[src/rtl/tmu2_qpram_sched_if.sv]
// rtl/tmu2_qpram_sched_if.sv - bus bundle between the texel scheduler, its requesters and the quad-port RAM
//
// Groups every non-clock signal of tmu2_qpram_sched.
//   read request  : rd_stb_i, rd_ack_o, rd_a_i..rd_d_i (byte addresses, 16-bit aligned)
//   texel output  : rd_stb_o, rd_ack_i, rd_a_o..rd_d_o (16-bit texels)
//   line fill     : fill_stb_i, fill_ack_o, fill_adr_i (256-bit aligned), fill_dat_i
//   RAM side      : q_raa..q_rad, q_rda..q_rdd, q_we, q_wa, q_wd
//   status        : busy
// slave is the scheduler's view; master is the view of everything around it.
interface tmu2_qpram_sched_if #(
  parameter int depth = 11
);
  logic             rd_stb_i;
  logic             rd_ack_o;
  logic [depth-1:0] rd_a_i;
  logic [depth-1:0] rd_b_i;
  logic [depth-1:0] rd_c_i;
  logic [depth-1:0] rd_d_i;

  logic             rd_stb_o;
  logic             rd_ack_i;
  logic [15:0]      rd_a_o;
  logic [15:0]      rd_b_o;
  logic [15:0]      rd_c_o;
  logic [15:0]      rd_d_o;

  logic             fill_stb_i;
  logic             fill_ack_o;
  logic [depth-1:0] fill_adr_i;
  logic [255:0]     fill_dat_i;

  logic [depth-1:0] q_raa;
  logic [depth-1:0] q_rab;
  logic [depth-1:0] q_rac;
  logic [depth-1:0] q_rad;
  logic [15:0]      q_rda;
  logic [15:0]      q_rdb;
  logic [15:0]      q_rdc;
  logic [15:0]      q_rdd;
  logic             q_we;
  logic [depth-1:0] q_wa;
  logic [255:0]     q_wd;

  logic             busy;

  modport slave (
    input  rd_stb_i, rd_a_i, rd_b_i, rd_c_i, rd_d_i,
    output rd_ack_o,
    output rd_stb_o, rd_a_o, rd_b_o, rd_c_o, rd_d_o,
    input  rd_ack_i,
    input  fill_stb_i, fill_adr_i, fill_dat_i,
    output fill_ack_o,
    output q_raa, q_rab, q_rac, q_rad,
    input  q_rda, q_rdb, q_rdc, q_rdd,
    output q_we, q_wa, q_wd,
    output busy
  );

  modport master (
    output rd_stb_i, rd_a_i, rd_b_i, rd_c_i, rd_d_i,
    input  rd_ack_o,
    input  rd_stb_o, rd_a_o, rd_b_o, rd_c_o, rd_d_o,
    output rd_ack_i,
    output fill_stb_i, fill_adr_i, fill_dat_i,
    input  fill_ack_o,
    input  q_raa, q_rab, q_rac, q_rad,
    output q_rda, q_rdb, q_rdc, q_rdd,
    input  q_we, q_wa, q_wd,
    input  busy
  );
endinterface

[src/rtl/tmu2_qpram_sched.sv]
// rtl/tmu2_qpram_sched.sv - read/fill scheduler in front of the texel quad-port RAM
//
// Ports:
//   sys_clk    : sole clock, rising edge
//   sys_rst_n  : asynchronous active-low reset
//   bus        : tmu2_qpram_sched_if.slave (read requests, texel output, line fills, RAM port, busy)
//
// One RAM address path is shared, so each cycle grants either a texel quad read or a
// line fill. Read data comes back from the RAM one cycle after the grant and lands in a
// 2-entry output FIFO. A read is only issued when the FIFO is guaranteed room for it, so
// downstream back-pressure never loses data. fill_run bounds how long fills may starve a
// pending read that could be issued.
module tmu2_qpram_sched #(
  parameter int depth    = 11,
  parameter int fill_max = 4
) (
  input  logic               sys_clk,
  input  logic               sys_rst_n,
  tmu2_qpram_sched_if.slave  bus
);

  localparam logic [3:0] FILL_MAX = 4'(fill_max);

  // Low from reset until the first clock edge after release; gates every grant so no
  // acknowledge or RAM write can escape while the block is (or was just) in reset.
  logic             active_q;

  logic             inflight_q;
  logic [63:0]      fifo_q [2];
  logic             wr_ptr_q;
  logic             rd_ptr_q;
  logic [1:0]       count_q;
  logic [1:0]       count_d;
  logic [3:0]       fill_run_q;
  logic [3:0]       fill_run_d;

  logic             rd_gnt;
  logic             fill_gnt;
  logic             push;
  logic             pop;
  logic             stb_w;
  logic             issuable;
  logic [1:0]       credit;
  logic [63:0]      head;
  logic [depth-1:0] wa_w;

  assign stb_w = (count_q != 2'd0);
  assign pop   = stb_w & bus.rd_ack_i;
  assign push  = inflight_q;

  // Credit counts every quad that will occupy the FIFO: the one in the RAM pipeline plus
  // the buffered ones. A quad popped this cycle frees its slot before a new grant lands.
  assign credit   = {1'b0, inflight_q} + count_q;
  assign issuable = (credit - {1'b0, pop}) < 2'd2;

  always_comb begin
    rd_gnt   = 1'b0;
    fill_gnt = 1'b0;
    if (active_q) begin
      if (bus.fill_stb_i && bus.rd_stb_i) begin
        if (fill_run_q == FILL_MAX && issuable) begin
          rd_gnt = 1'b1;
        end else begin
          fill_gnt = 1'b1;
        end
      end else if (bus.fill_stb_i) begin
        fill_gnt = 1'b1;
      end else if (bus.rd_stb_i && issuable) begin
        rd_gnt = 1'b1;
      end
    end
  end

  // Counts fills that overtook a waiting read; saturates so a read that cannot issue
  // keeps priority ready for the moment it becomes issuable.
  always_comb begin
    fill_run_d = fill_run_q;
    if (!bus.rd_stb_i || rd_gnt) begin
      fill_run_d = 4'd0;
    end else if (fill_gnt && fill_run_q < FILL_MAX) begin
      fill_run_d = fill_run_q + 4'd1;
    end
  end

  always_comb begin
    count_d = count_q;
    case ({push, pop})
      2'b10:   count_d = count_q + 2'd1;
      2'b01:   count_d = count_q - 2'd1;
      default: count_d = count_q;
    endcase
  end

  always_ff @(posedge sys_clk or negedge sys_rst_n) begin
    if (!sys_rst_n) begin
      active_q   <= 1'b0;
      inflight_q <= 1'b0;
      fill_run_q <= 4'd0;
      wr_ptr_q   <= 1'b0;
      rd_ptr_q   <= 1'b0;
      count_q    <= 2'd0;
      fifo_q[0]  <= 64'd0;
      fifo_q[1]  <= 64'd0;
    end else begin
      active_q   <= 1'b1;
      inflight_q <= rd_gnt;
      fill_run_q <= fill_run_d;
      count_q    <= count_d;
      if (push) begin
        fifo_q[wr_ptr_q] <= {bus.q_rda, bus.q_rdb, bus.q_rdc, bus.q_rdd};
        wr_ptr_q         <= ~wr_ptr_q;
      end
      if (pop) begin
        rd_ptr_q <= ~rd_ptr_q;
      end
    end
  end

  assign head = fifo_q[rd_ptr_q];

  assign bus.rd_ack_o   = bus.rd_stb_i & rd_gnt;
  assign bus.fill_ack_o = bus.fill_stb_i & fill_gnt;

  assign bus.rd_stb_o = stb_w;
  assign bus.rd_a_o   = head[63:48];
  assign bus.rd_b_o   = head[47:32];
  assign bus.rd_c_o   = head[31:16];
  assign bus.rd_d_o   = head[15:0];

  assign bus.q_raa = bus.rd_a_i;
  assign bus.q_rab = bus.rd_b_i;
  assign bus.q_rac = bus.rd_c_i;
  assign bus.q_rad = bus.rd_d_i;

  assign wa_w     = bus.fill_adr_i;
  assign bus.q_we = fill_gnt;
  assign bus.q_wa = wa_w;
  assign bus.q_wd = bus.fill_dat_i;

  assign bus.busy = inflight_q | stb_w;

endmodule

[src/flat_wrapper.sv]
// flat-port wrapper written by rule: the top's interface ports become plain ports
module tmu2_qpram_sched_flat 
#(
  parameter int depth    = 11,
  parameter int fill_max = 4
)
  (sys_clk, sys_rst_n, bus_rd_stb_i, bus_rd_a_i, bus_rd_b_i, bus_rd_c_i, bus_rd_d_i, bus_rd_ack_o, bus_rd_stb_o, bus_rd_a_o, bus_rd_b_o, bus_rd_c_o, bus_rd_d_o, bus_rd_ack_i, bus_fill_stb_i, bus_fill_adr_i, bus_fill_dat_i, bus_fill_ack_o, bus_q_raa, bus_q_rab, bus_q_rac, bus_q_rad, bus_q_rda, bus_q_rdb, bus_q_rdc, bus_q_rdd, bus_q_we, bus_q_wa, bus_q_wd, bus_busy);
  tmu2_qpram_sched_if #(.depth(depth)) bus_i ();
  input  logic sys_clk;
  input  logic sys_rst_n;
  input wire logic [$bits(bus_i.rd_stb_i)-1:0] bus_rd_stb_i;
  input wire logic [$bits(bus_i.rd_a_i)-1:0] bus_rd_a_i;
  input wire logic [$bits(bus_i.rd_b_i)-1:0] bus_rd_b_i;
  input wire logic [$bits(bus_i.rd_c_i)-1:0] bus_rd_c_i;
  input wire logic [$bits(bus_i.rd_d_i)-1:0] bus_rd_d_i;
  output wire logic [$bits(bus_i.rd_ack_o)-1:0] bus_rd_ack_o;
  output wire logic [$bits(bus_i.rd_stb_o)-1:0] bus_rd_stb_o;
  output wire logic [$bits(bus_i.rd_a_o)-1:0] bus_rd_a_o;
  output wire logic [$bits(bus_i.rd_b_o)-1:0] bus_rd_b_o;
  output wire logic [$bits(bus_i.rd_c_o)-1:0] bus_rd_c_o;
  output wire logic [$bits(bus_i.rd_d_o)-1:0] bus_rd_d_o;
  input wire logic [$bits(bus_i.rd_ack_i)-1:0] bus_rd_ack_i;
  input wire logic [$bits(bus_i.fill_stb_i)-1:0] bus_fill_stb_i;
  input wire logic [$bits(bus_i.fill_adr_i)-1:0] bus_fill_adr_i;
  input wire logic [$bits(bus_i.fill_dat_i)-1:0] bus_fill_dat_i;
  output wire logic [$bits(bus_i.fill_ack_o)-1:0] bus_fill_ack_o;
  output wire logic [$bits(bus_i.q_raa)-1:0] bus_q_raa;
  output wire logic [$bits(bus_i.q_rab)-1:0] bus_q_rab;
  output wire logic [$bits(bus_i.q_rac)-1:0] bus_q_rac;
  output wire logic [$bits(bus_i.q_rad)-1:0] bus_q_rad;
  input wire logic [$bits(bus_i.q_rda)-1:0] bus_q_rda;
  input wire logic [$bits(bus_i.q_rdb)-1:0] bus_q_rdb;
  input wire logic [$bits(bus_i.q_rdc)-1:0] bus_q_rdc;
  input wire logic [$bits(bus_i.q_rdd)-1:0] bus_q_rdd;
  output wire logic [$bits(bus_i.q_we)-1:0] bus_q_we;
  output wire logic [$bits(bus_i.q_wa)-1:0] bus_q_wa;
  output wire logic [$bits(bus_i.q_wd)-1:0] bus_q_wd;
  output wire logic [$bits(bus_i.busy)-1:0] bus_busy;
  assign bus_i.rd_stb_i = bus_rd_stb_i;
  assign bus_i.rd_a_i = bus_rd_a_i;
  assign bus_i.rd_b_i = bus_rd_b_i;
  assign bus_i.rd_c_i = bus_rd_c_i;
  assign bus_i.rd_d_i = bus_rd_d_i;
  assign bus_rd_ack_o = bus_i.rd_ack_o;
  assign bus_rd_stb_o = bus_i.rd_stb_o;
  assign bus_rd_a_o = bus_i.rd_a_o;
  assign bus_rd_b_o = bus_i.rd_b_o;
  assign bus_rd_c_o = bus_i.rd_c_o;
  assign bus_rd_d_o = bus_i.rd_d_o;
  assign bus_i.rd_ack_i = bus_rd_ack_i;
  assign bus_i.fill_stb_i = bus_fill_stb_i;
  assign bus_i.fill_adr_i = bus_fill_adr_i;
  assign bus_i.fill_dat_i = bus_fill_dat_i;
  assign bus_fill_ack_o = bus_i.fill_ack_o;
  assign bus_q_raa = bus_i.q_raa;
  assign bus_q_rab = bus_i.q_rab;
  assign bus_q_rac = bus_i.q_rac;
  assign bus_q_rad = bus_i.q_rad;
  assign bus_i.q_rda = bus_q_rda;
  assign bus_i.q_rdb = bus_q_rdb;
  assign bus_i.q_rdc = bus_q_rdc;
  assign bus_i.q_rdd = bus_q_rdd;
  assign bus_q_we = bus_i.q_we;
  assign bus_q_wa = bus_i.q_wa;
  assign bus_q_wd = bus_i.q_wd;
  assign bus_busy = bus_i.busy;
  tmu2_qpram_sched #(.depth(depth), .fill_max(fill_max)) u_core (.sys_clk(sys_clk), .sys_rst_n(sys_rst_n), .bus(bus_i));
endmodule
[config.mk]
export PLATFORM = sky130hd
export DESIGN_NAME = tmu2_qpram_sched_flat
export DESIGN_NICKNAME = d
export VERILOG_FILES = /design/src/rtl/tmu2_qpram_sched_if.sv /design/src/rtl/tmu2_qpram_sched.sv /design/src/flat_wrapper.sv
export SDC_FILE = /design/constraint.sdc
export NUM_CORES = 1
export LEC_CHECK = 0
export CAP_MARGIN = 10
export CORE_AREA = 5 5 289 291
export DETAILED_ROUTE_END_ITERATION = 10
export DIE_AREA = 0 0 294 296
export PLACE_DENSITY_LB_ADDON = 0.1
export RECOVER_POWER = 100
export SLEW_MARGIN = 20
export SYNTH_ARGS = -nofsm -noshare
export SYNTH_HDL_FRONTEND = slang
export SYNTH_SLANG_ARGS = --single-unit
[constraint.sdc]
create_clock -name sys_clk -period 1.6 [get_ports sys_clk]
set_input_delay 0.48 -clock sys_clk [delete_from_list [all_inputs] [get_ports sys_clk]]
set_output_delay 0.48 -clock sys_clk [all_outputs]
set_load 0.01 [all_outputs]
# After elaboration in Yosys (flattened, before gate mapping)
# Index checks and enable logic that the tools add are counted.
# word_totals
ff_bits,138
input_bits,380
out_inout_bits,380
word_cells,57
# classes
addsub,5
magnitude_cmp,5
n_eq_ne,3
muxes,18
n_bitwise,8
n_reduce_logical,10
# ops
op,n
$mux 64,4
$bwmux 128,1
$demux 64 s1,1
$mux 1,9
$mux 4,2
$reduce_bool 2->1,3
$logic_and 1x1->1,5
$add 4x1->4 const B,1
$eq 4x3->1 const B,1
$ge 2x2->1 const B,2
$lt 4x3->1 const B,1
$not 1->2,2
$pmux 2 s2,1
$and 1x1->1,3
$add 1x2->2,1
$add 2x1->2 const B,1
$eq 2x1->1 const B,1
$eq 2x2->1 const B,1
$lt 2x1->1 const B,1
$lt 2x2->1 const B,1
$not 1->1,2
$sub 2x1->2,1
$sub 2x1->2 const B,1
$logic_not 1->1,1
other kinds (2),2

# Longest topological paths before layout
# depth
depth_word,11
mapped_depth,6
depth_no_buf,6

# Least setup slack after synthesis
# Ideal clock, no wire load.
# synth_path
kind,input -> output
start,input port bus_rd_ack_i
end,output port bus_rd_ack_o
t_arrival_ns,1.165
required_time_ns,1.120
path_slack_ns,-0.045
cell_stages,4
n_path_buf,0
path_cell_list,nor2b_4 > mux2i_1 > nor2_2 > nor3_1
# synth_via
elab_chain_len,9
word_cells_on_any_way,11
classes_between,add/sub: 1; order compare: 1; mux: 5; bitwise: 2; reduce/logical: 2
# synth_rtl
item,line,rtl
from (decl),flat_wrapper.sv:22,input wire logic [$bits(bus_i.rd_ack_i)-1:0] bus_rd_ack_i;
$and 1x1->1 (*),tmu2_qpram_sched.sv:48,assign pop = stb_w & bus.rd_ack_i;
$sub 2x1->2 (*),tmu2_qpram_sched.sv:54,"assign issuable = (credit - {1'b0, pop}) < 2'd2;"
$lt 2x2->1 (*),tmu2_qpram_sched.sv:54,
$logic_and 1x1->1,tmu2_qpram_sched.sv:68,end else if (bus.rd_stb_i && issuable) begin
$mux 1,tmu2_qpram_sched.sv:68,
$mux 1,tmu2_qpram_sched.sv:66,end else if (bus.fill_stb_i) begin
$mux 1 (*),tmu2_qpram_sched.sv:60,if (bus.fill_stb_i && bus.rd_stb_i) begin
$mux 1 (*),tmu2_qpram_sched.sv:59,if (active_q) begin
$and 1x1->1 (*),tmu2_qpram_sched.sv:121,assign bus.rd_ack_o = bus.rd_stb_i & rd_gnt;
to (decl),flat_wrapper.sv:16,output wire logic [$bits(bus_i.rd_ack_o)-1:0] bus_rd_ack_o;
# Mark *: on every way between the ends. The rest lies on a longest branch, timed or not.

# Worst setup path in the final report
# layout_path
start,register u_core.rd_ptr_q
end,output port bus_rd_d_o[9]
# layout_via
elab_chain_len,4
# layout_rtl
item,line,rtl
from (decl),tmu2_qpram_sched.sv:31,logic rd_ptr_q;
from (signal assigned),tmu2_qpram_sched.sv:114,rd_ptr_q <= ~rd_ptr_q;
$not 1->2 (not written as such),tmu2_qpram_sched.sv:119,assign head = fifo_q[rd_ptr_q];
$mux 64 (not written as such) (3 in a row),tmu2_qpram_sched.sv:119,
to (decl),flat_wrapper.sv:21,output wire logic [$bits(bus_i.rd_d_o)-1:0] bus_rd_d_o;
# Every way passes these cells. The select of a mux whose other input is x is not followed.

==> impl_summary.md <==
Timing
Setup repair after global routing could not meet its margin everywhere. The final clock skew is approximately 9 ps. The max-slew violation total from the final report was 0.

The worst-margin pin slew is roughly 800 ps. Setup violations remaining at the end of the flow were counted as 197. Headroom to the max-slew limit came out at 46.76%. The final critical path time including I/O delays and setup is 2373 ps.

After layout, the worst setup slack is -773.4 ps. The number of hold-slack violations in the final timing report is 0. After layout, the worst path uses 148.3% of the clock period. In the final timing run, aggregate negative setup slack is -62,130 ps.

Timing would allow up to 0.4213 GHz.

Setup path
The delay of the slowest cell on the worst path is roughly 500 ps. The worst-case reg-to-reg path depth is 8. The worst endpoint required time is 1120 ps. The sum of buffers and inverters on the critical path is 5. The maximum net fanout on the critical path is 5. STA classifies the critical path startpoint as a register.

Grouping stages by cell kind, the critical path spends the most delay in buffers and inverters. The nature of the critical path endpoint is a primary output. The critical path goes through buf_12, buf_12, buf_8, buf_6, mux2_4, buf_6. The worst endpoint data arrival time is 1890 ps.

The slowest cell on the critical path is sky130_fd_sc_hd__dfrtp_4. The worst register-to-register path ends at u_core.fifo_q[104]. In this run the critical register-to-register path is launched from u_core.inflight_q.

The critical path in this run is classified as register to primary output. The flop-to-flop setup slack is -210 ps.

Route
The detailed-route DRC error count is 0. After detailed routing, the total wire length is 30,070 um. The pre-antenna-repair detailed-routing pass consisted of 4 iterations. After detailed routing, the number of vias per cell comes to 2.627.

The detail route stage leaves a number of antenna-violating nets equal to 0. In this run, the number of DRC markers left after iteration 0 of detailed routing was 63. After detailed routing, the average wire length per cell comes to 17.71 um. Detailed routing inserted a total of 4,460 vias.

Pwr
For this design the ratio of total power to cell area is 1843 mW/mm^2. Net switching is a little under a third of the power. The total leakage power is 4.459 nW. The largest voltage drop on the vdd net is 670.3 uV. The combinational cell fraction of total power is 48.5%.

The switching power is 0.006235 W. Per report_power, the clock group accounts for 21.1% of the total. Internal power comes to 0.01375 W. Sequential cells burn 30.3% of the power.

Placement
The post-place setup slack is -1175 ps. Routability-driven placement finished with a final weighted congestion of 0.6117. The number of input and output port buffers inserted is 137. Detailed placement ended at an HPWL of 17,780 um.

Logic synthesis
The cell area after synthesis is 0.008477 sq mm. In this run the mean area of a mapped cell was 12.04 sq um. The compound-gate portion of the synthesized area is 0.7380%. The number of different library cells in the post-synthesis netlist is 30. The area share of xor/xnor cells in the synthesized design is 0.4133%. The simple-gate share of the synthesized area is 1.594%. Synthesis produced 704 cells. Measured against the total synthesized area, the mux share comes to 26.18%.

After synthesis, flip-flops and latches occupy around 41% of the total area. The total nets after synthesis is 1,086. After Yosys synthesis, full adders, half adders and majority gates account for 0.2952% of the synthesized area.

During synthesis, Yosys emitted a total of 0 warnings. The count of state elements after synthesis is 138. After synthesis, the largest family of logic cells by area is buffers and inverters.

Worst hold path
The worst hold path stage count is 1. The tightest min-delay check is of the register to register type. The worst hold path terminates at u_core.fifo_q[79]. The worst hold path begins at u_core.fifo_q[79].

Cells and area
The layout overhead on the synthesized area is 27.96%. The fraction of layout instances using a drive strength above 1 is 62.01%. The final net count is 1,006.

Floorplanning
The area of the die is 0.08702 sq mm. The die is 296 um tall. The starting utilization of the core area is 10.56%. In this run the core area contains 104 standard-cell rows. Pin placement for this block handled 760 I/O pins. From left edge to right edge, the die measures 294 um. The core outline area is 0.08029 sq mm.

Clock network
The clock reaches the later pin of the worst-skew pair after 470 ps. The H-tree was split into 4 levels. For this design, the sink count on the clock tree is 138. The clock edge transition at the registers on the reported setup and hold paths is 60 ps. The number of buffers on the longest clock path is 2. The buffer type at the clock tree root is sky130_fd_sc_hd__clkbuf_16.

Clock tree synthesis inserted a total of 17 buffers. TritonCTS built the clock tree.

Outcome
The final reports fail on negative setup slack. The flow ran to the end, but the final reports show violations.

Global routing
The initial antenna violation count came to 2. The maximum number of pins on one net before global-route repair is 42. The met1 layer usage reported by global route is 7.243%. The first global-routing pass estimated 38,640 um of wire. For this run, the total global-route usage over all layers was measured as 6.321%.

met2 is the most crowded layer. The met2 track demand over resource is 9.021%. The number of global-route vias before repair is 5,064.

In the global route stage, met3 resource usage came out at 4.216%. The remaining global-route overflow is 0.

Job
Across the run, the number of max-cap violations was 0.
-- sequential cells by signal, indices dropped and copies added (netlist names) --
name               cells
u_core.fifo_q        128
u_core.inflight_q      1
u_core.count_q         2
u_core.rd_ptr_q        1
u_core.fill_run_q      4
u_core.wr_ptr_q        1
u_core.active_q        1
-- how the worst max path moves through the flow --
stage	start	end	slack [ps]	cells past startpoint
finish	u_core.rd_ptr_q	bus_rd_d_o[9]	-770	6
global route	u_core.rd_ptr_q	bus_rd_d_o[9]	-860	6
CTS	u_core.rd_ptr_q	bus_rd_b_o[11]	-950	6
detailed placement	bus_rd_ack_i	bus_fill_ack_o	-1170	6
global placement	bus_rd_ack_i	bus_fill_ack_o	-1180	6
floorplan	bus_rd_ack_i	bus_fill_ack_o	-10	4
-- cells by family after synthesis --
kind of cell / count (synthesis)
adders and majority gates: 2
buffers and inverters: 336
muxes: 194
AOI/OAI and AO/OA: 9
DFF: 138
xor gates and xnor gates: 4
other: 1
and+or+nand+nor: 20
-- metrics by stage --
step	total power [W]	utilization, %	std cells	instance area [sq um]	hold slack, ps
finish	0.01999	13.51	1698	10850	483.0
detailed placement	0.01419	11.33	1608	9092	390.3
CTS	0.01988	12.92	1681	10370	405.4
floorplan	0.01073	-	704	8482	184.4
global placement	0.01425	11.33	1608	9092	385.5
global route	0.02138	13.51	1697	10840	518.6
-- layout by cell type (no fill, tap or decap), types with 3 or more instances in the layout --
master                            count
sky130_fd_sc_hd__dfrtp_1            137
sky130_fd_sc_hd__mux2_2             114
sky130_fd_sc_hd__mux2_4              77
sky130_fd_sc_hd__buf_6               66
sky130_fd_sc_hd__clkdlybuf4s50_1     66
sky130_fd_sc_hd__buf_4               35
sky130_fd_sc_hd__clkbuf_16           27
sky130_fd_sc_hd__buf_12              15
sky130_fd_sc_hd__clkbuf_2             9
sky130_fd_sc_hd__buf_2                8
sky130_fd_sc_hd__buf_16               7
sky130_fd_sc_hd__nand2_1              5
sky130_fd_sc_hd__buf_8                5
sky130_fd_sc_hd__inv_1                4
sky130_fd_sc_hd__clkinv_2             4
sky130_fd_sc_hd__clkbuf_1             4
sky130_fd_sc_hd__clkbuf_4             4
sky130_fd_sc_hd__nor3b_1              3
sky130_fd_sc_hd__clkbuf_8             3
sky130_fd_sc_hd__clkinvlp_4           3
-- synth_stat cells --
| master | n | area share [%] |
|---|---|---|
| sky130_fd_sc_hd__buf_4 | 311 | 28 |
| sky130_fd_sc_hd__mux2_2 | 171 | 23 |
| sky130_fd_sc_hd__dfrtp_1 | 138 | 41 |
| sky130_fd_sc_hd__buf_6 | 14 | 1.9 |
| sky130_fd_sc_hd__mux2_1 | 11 | 1.5 |
| sky130_fd_sc_hd__mux2_4 | 10 | 1.8 |
| sky130_fd_sc_hd__buf_2 | 7 | 0.41 |
| sky130_fd_sc_hd__nand2_1 | 5 | 0.22 |
| sky130_fd_sc_hd__inv_1 | 4 | 0.18 |
| sky130_fd_sc_hd__a21oi_1 | 3 | 0.18 |
| sky130_fd_sc_hd__nor3b_1 | 3 | 0.27 |
| sky130_fd_sc_hd__ha_1 | 2 | 0.30 |
| sky130_fd_sc_hd__mux2i_1 | 2 | 0.24 |
| sky130_fd_sc_hd__nor2b_4 | 2 | 0.32 |
| sky130_fd_sc_hd__nor3_1 | 2 | 0.12 |
| sky130_fd_sc_hd__o21ai_0 | 2 | 0.12 |
| sky130_fd_sc_hd__o21ba_2 | 2 | 0.24 |
| sky130_fd_sc_hd__xnor2_1 | 2 | 0.21 |
| sky130_fd_sc_hd__xor2_1 | 2 | 0.21 |
| sky130_fd_sc_hd__conb_1 | 1 | 0.044 |
| sky130_fd_sc_hd__nand2_2 | 1 | 0.074 |
| sky130_fd_sc_hd__nand2b_1 | 1 | 0.074 |
| sky130_fd_sc_hd__nand3_1 | 1 | 0.059 |
| sky130_fd_sc_hd__nand4b_1 | 1 | 0.10 |
| sky130_fd_sc_hd__nor2_2 | 1 | 0.074 |
| sky130_fd_sc_hd__nor3_2 | 1 | 0.12 |
| sky130_fd_sc_hd__o21a_1 | 1 | 0.089 |
| sky130_fd_sc_hd__o311a_1 | 1 | 0.12 |
| sky130_fd_sc_hd__or2_2 | 1 | 0.074 |
| sky130_fd_sc_hd__or3_2 | 1 | 0.089 |
-- area by class of cell --
class / instances / area [sq um]
tap: 1060 / 1326
clock buffer: 21 / 470.5
antenna: 1 / 2.502
sequential: 138 / 3457
multi-input combinational: 231 / 2801
fill: 8961 / 69440
inverter: 4 / 15.01
timing repair buffer: 232 / 2654
clock inverter: 11 / 120.1
-- metal layers --
| metal | share of wire (%) | routed length (um) |
|---|---|---|
| met1 | 43 | 13000 |
| met2 | 43 | 12820 |
| met3 | 11 | 3247 |
| met4 | 3.3 | 993 |
| met5 | 0.043 | 13 |
-- repair_timing --
action	in CTS	in global routing
hold buffers	1	0
setup endpoints to repair	120	200
buffers inserted	33	12
pin swaps	4	4
gates resized for setup	328	128
cloned	8	14
hold endpoints to repair	13	0
-- power groups by stage --
stage          sequential, W  combinational (W)  clock (W)
6_report             0.00606            0.00970    0.00422
5_1_grt              0.00628             0.0105    0.00462
4_1_cts              0.00602            0.00930    0.00456
3_5_place_dp         0.00606            0.00814          0
3_3_place_gp         0.00609            0.00816          0
2_1_floorplan        0.00574            0.00499          0
(Power assumes the default switching activity.)
